===== config.mk =====
export PLATFORM = sky130hd
export DESIGN_NAME = dc_chan_sched
export DESIGN_NICKNAME = d
export VERILOG_FILES = /design/src/rtl/dc_chan_sched.sv
export SDC_FILE = /design/constraint.sdc
export NUM_CORES = 1
export LEC_CHECK = 0
export ABC_AREA = 1
export ABC_CLOCK_PERIOD_IN_PS = 1470
export CORE_MARGIN = 5
export CORE_UTILIZATION = 30
export DETAILED_ROUTE_END_ITERATION = 16
export RECOVER_POWER = 25
export SETUP_SLACK_MARGIN = 0.2
export SLEW_MARGIN = 20
export SYNTH_ARGS = -nofsm -noshare
export SYNTH_HDL_FRONTEND = slang
export SYNTH_SLANG_ARGS = --single-unit

===== constraint.sdc =====
create_clock -name clk -period 1.47 [get_ports clk]
set_input_delay 0.147 -clock clk [delete_from_list [all_inputs] [get_ports clk]]
set_output_delay 0.147 -clock clk [all_outputs]
set_load 0.1 [all_outputs]

===== src/rtl/dc_chan_sched.sv =====
// Three-channel DC scheduler: serialises Y/Cb/Cr DCs in MCU order onto the mode/dc_data/dc_done bus.
// Latency 1 cycle handshake-to-strobe; only the selected channel sees ready, the others are held off.
module dc_chan_sched #(
  parameter int BLOCKS_PER_CH = 64,
  parameter int Y_PER_MCU     = 1
) (
  input  logic        clk,
  input  logic        rst,
  input  logic        start,
  input  logic        abort,
  input  logic        y_valid,
  input  logic [11:0] y_data,
  output logic        y_ready,
  input  logic        cb_valid,
  input  logic [11:0] cb_data,
  output logic        cb_ready,
  input  logic        cr_valid,
  input  logic [11:0] cr_data,
  output logic        cr_ready,
  output logic [1:0]  mode,
  output logic [11:0] dc_data,
  output logic        dc_done,
  output logic        busy,
  output logic [7:0]  mcu_idx,
  output logic        frame_done,
  output logic        start_err
);

  typedef enum logic [1:0] {IDLE, SEL_Y, SEL_CB, SEL_CR} state_t;

  localparam logic [7:0] LAST_MCU = 8'(BLOCKS_PER_CH - 1);
  localparam logic [1:0] LAST_Y   = 2'(Y_PER_MCU - 1);

  state_t     state;
  logic [1:0] y_cnt;
  logic       y_acc, cb_acc, cr_acc;

  assign y_ready  = (state == SEL_Y);
  assign cb_ready = (state == SEL_CB);
  assign cr_ready = (state == SEL_CR);

  assign y_acc  = y_valid  && y_ready;
  assign cb_acc = cb_valid && cb_ready;
  assign cr_acc = cr_valid && cr_ready;

  always_ff @(posedge clk or posedge rst) begin
    if (rst) begin
      state      <= IDLE;
      y_cnt      <= 2'd0;
      mode       <= 2'b00;
      dc_data    <= 12'd0;
      dc_done    <= 1'b0;
      busy       <= 1'b0;
      mcu_idx    <= 8'd0;
      frame_done <= 1'b0;
      start_err  <= 1'b0;
    end else begin
      dc_done    <= 1'b0;
      mode       <= 2'b00;
      frame_done <= 1'b0;
      start_err  <= start && (state != IDLE);
      // abort outranks any handshake completing in the same cycle
      if (abort && (state != IDLE)) begin
        state   <= IDLE;
        busy    <= 1'b0;
        mcu_idx <= 8'd0;
        y_cnt   <= 2'd0;
      end else begin
        case (state)
          IDLE: begin
            if (start) begin
              state   <= SEL_Y;
              busy    <= 1'b1;
              mcu_idx <= 8'd0;
              y_cnt   <= 2'd0;
            end
          end
          SEL_Y: begin
            if (y_acc) begin
              dc_done <= 1'b1;
              mode    <= 2'b01;
              dc_data <= y_data;
              if (y_cnt == LAST_Y) begin
                y_cnt <= 2'd0;
                state <= SEL_CB;
              end else begin
                y_cnt <= y_cnt + 2'd1;
              end
            end
          end
          SEL_CB: begin
            if (cb_acc) begin
              dc_done <= 1'b1;
              mode    <= 2'b11;
              dc_data <= cb_data;
              state   <= SEL_CR;
            end
          end
          SEL_CR: begin
            if (cr_acc) begin
              dc_done <= 1'b1;
              mode    <= 2'b10;
              dc_data <= cr_data;
              if (mcu_idx == LAST_MCU) begin
                state      <= IDLE;
                busy       <= 1'b0;
                frame_done <= 1'b1;
              end else begin
                mcu_idx <= mcu_idx + 8'd1;
                state   <= SEL_Y;
              end
            end
          end
          default: state <= IDLE;
        endcase
      end
    end
  end

endmodule


==> summary.txt <==
Status
  • Status: finished with violations
  • Failing checks: setup timing

Die
  • Die X: a little under 90 um
  • Initial Util: 30.9%
  • Num rows: 28
  • # IOs: 72
  • Die area: 7750 sq um
  • Core Region: 5920 sq um
  • Die Y: 88.0 um

GRT
  • Initial antenna violation count: 0
  • Grt total ovfl: 0
  • Largest net degree at the start of global routing: 31
  • Number of global-route vias before repair: 2088
  • First-pass GRT wire length: 9.96 mm
  • Gr usage total: about 17%

Worst setup path
  • Slowest stage delay, CP: 0.45 ns
  • Worst path most repeated cell: buf_6
  • Worst path arrival time: 1.79 ns
  • Setup Crit Path Kind: reg -> reg
  • Req. time, crit path: 1.65 ns
  • Worst Setup SP: state[1]$_DFFE_PP0P_
  • Cell family with most CP delay: buffers and inverters
  • CP startpoint kind: flip-flop
  • CP max stage cell: dfrtp_2
  • Worst-path cell chain: inv_4 > buf_6 > ha_4 > inv_2 > o21ai_2 > nor3_4 > buf_6 > buf_12 > nor2_2 > a21oi_2
  • Crit-path max FO: 6
  • Buf/Inv on CP: 5
  • Crit end category: flip-flop
  • Worst r2r src: state[1]$_DFFE_PP0P_

Clocking
  • CTS sink count: 30
  • Num CTS Buffers: 5
  • H-tree levels: 2
  • CTS root buf: clkbuf_8
  • Skew-Pair Late Insertion Delay: approximately 0.30 ns
  • CTS max path bufs: 2
  • # hold bufs at CTS: 0
  • Clk slew on worst S/H paths: 0.07 ns
  • CTS tree: yes

Flow run
  • Maximum Capacitance Violations: 0

STA
  • Final hold vios: 0
  • Final setup TNS: -2.44 ns
  • Final worst setup slack: -0.140 ns
  • Slew @ Worst Pin: between 0.8 and 0.9 ns
  • Final Setup Violations: 28
  • Max-slew headroom: 46.6%
  • Final Skew: 0.00494 ns
  • Tcrit/Tclk final: 110%
  • Slew Viols, Final: 0
  • RSZ-0062 raised after global routing: true
  • Fmax: ~620 MHz
  • Fin crit period: 1.61 ns

Route
  • Drt pass-1 iters: 4
  • DRC: 0
  • Via count: between 2000 and 2500
  • Vias per cell: 4.80
  • DRT iter0 DRCs: 110
  • Final WL: about 6.7 mm
  • Final ANT Viol Nets: 0
  • Average wire per standard cell: 14.8 um

Synth
  • #FFs+latches synth: 30
  • Number of synthesized flops with an enable pin: 0
  • Synth Cell Area: 1830 sq um
  • Synth area leaders: dfrtp_1, nand2_1, nor2_1
  • List of most frequent post-synthesis cells: nand2_1, dfrtp_1, nor2_1
  • Synth Area per Inst: 7.16 sq um
  • Ys async rst share: 100%
  • Syn Nets: 306
  • Warnings from Yosys: 0
  • Register area share after synthesis: 41.1%
  • Post-synth top area share: about 41%
  • Synth Flop Type: dfrtp_1
  • Yosys cell types: 24
  • Top-count cell post-synth: nand2_1
  • Mapped Cells: ~260
  • Dominant cell type by area after synthesis: dfrtp_1

Finish
  • Fraction of layout cells with a size suffix above 1: 45.0%
  • FILL cells: 468
  • Final Util: 65.5%
  • P&R area growth vs syn: 112%
  • Non-filler instance count after layout: 453
  • Fin nets: approximately 430
  • Ant diodes: 0

Place
  • Placement Setup Slack: -0.157 ns
  • DP Wirelength: 4.48 mm
  • Placed cells: 421
  • PortBufs: 71
  • GPL Wtd Cong: 0.818

Min path
  • HP Class: in -> reg
  • Hold path start: start

Pwr
  • Power per cell area: approximately 2300 nW/um^2
  • LEAKAGE: 1.68 nW
  • Max IR drop VDD: 0.00191 V
[power breakdown]
part	total, mW	internal (mW)	switching [mW]	leakage, nW
sequential	1.43	1.10	0.331	0.361
clock	0.730	0.376	0.354	0.0472
combinational	6.72	2.80	3.92	1.27
[final timing paths]
| path | end | slack [ns] | cells after the start |
|---|---|---|---|
| setup / recovery | dc_data[4]$_DFFE_PP0P_ | -0.14 | 10 |
| hold / removal | start_err$_DFF_PP0_ | 0.44 | 3 |
| setup reg to reg | dc_data[4]$_DFFE_PP0P_ | -0.14 | 10 |
| hold reg to reg | y_cnt[0]$_DFFE_PP0P_ | 0.54 | 2 |
| max in group asynchronous | mcu_idx[1]$_DFFE_PP0P_ | 0.36 | 3 |
| min in group asynchronous | mcu_idx[3]$_DFFE_PP0P_ | 0.52 | 3 |
[sequential cells by signal, indices dropped and copies added, names as in the netlist]
signal,cells
start_err,1
state,2
dc_done,1
dc_data,12
mode,2
y_cnt,2
busy,1
frame_done,1
mcu_idx,8
[cell usage in the layout, fill, tap and decap left out, types with 2 or more instances in the layout]
cell type        netlist  layout
nor2_2                 2       9
a31oi_1               12      11
a21oi_2                0      11
nand2_2                2       9
o21ai_1                6       6
dfrtp_1               30      20
nand2_4                1       2
inv_2                  4       2
buf_12                 0      31
nand2_1               90      81
clkbuf_8               0       6
nand3_4                0       3
buf_16                 0       3
nor2_4                 2      11
a21oi_1               18       6
ha_4                   0       5
inv_1                 16      11
nand3_1               16      12
buf_4                  1      26
clkdlybuf4s50_1        0      41
ha_1                   8       2
nand3_2                2       3
o21ai_2                0       2
dfrtp_2                0       8
inv_4                  0       7
nor3_4                 1       2
dfrtp_4                0       2
o21bai_1               2       2
nor2_1                29      13
buf_6                  0      19
[stage by stage]
| stage | power, mW | area [sq um] | hold slack (ns) |
|---|---|---|---|
| finish | 8.88 | 3880 | 0.444 |
| global route | 9.31 | 3880 | 0.463 |
| global placement | 6.71 | 3220 | 0.482 |
| detailed placement | 6.76 | 3220 | 0.487 |
| CTS | 8.33 | 3650 | 0.243 |
| floorplan | 4.64 | 1960 | 0.237 |
[repair_timing]
item	4_1_cts	5_1_grt
endpoints found under the setup margin	30	34
gates cloned	3	0
setup buffers	13	8
gates resized for setup	47	42
pin swaps	15	11
[layout make-up]
cell class | count | area, sq um | share of cell area (%)
Timing Repair Buffer | 122 | 1540 | 39.6
Multi-Input combinational cell | 196 | 1280 | 32.9
Sequential cell | 30 | 768 | 19.8
Inverter | 22 | 108 | 2.77
Tap cell | 75 | 93.8 | 2.42
Clock buffer | 6 | 82.6 | 2.13
Clock inverter | 2 | 12.5 | 0.323
[tightest hold or removal path: cells and delay by family]
kind | cells | cell delay, ns
buffers and inverters | 2 | 0.51
and+or+nand+nor | 1 | 0.05
[routing by layer]
metal  track usage (%)  routed length [um]  vias up
met2              29.2                3650       53
li1                  -                   -     1075
met5                 0                   0        -
met1              21.0                2650     1034
met3              2.45                 252       13
met4              5.22                 155        0
[cells by family after synthesis]
logic type | synth area share [%]
compound gates | 12.1
fa+ha+maj | 5.48
buf+inv | 6.44
flops | 41.1
simple gates | 34.9
Note: power is estimated with default switching activity, not from simulation.
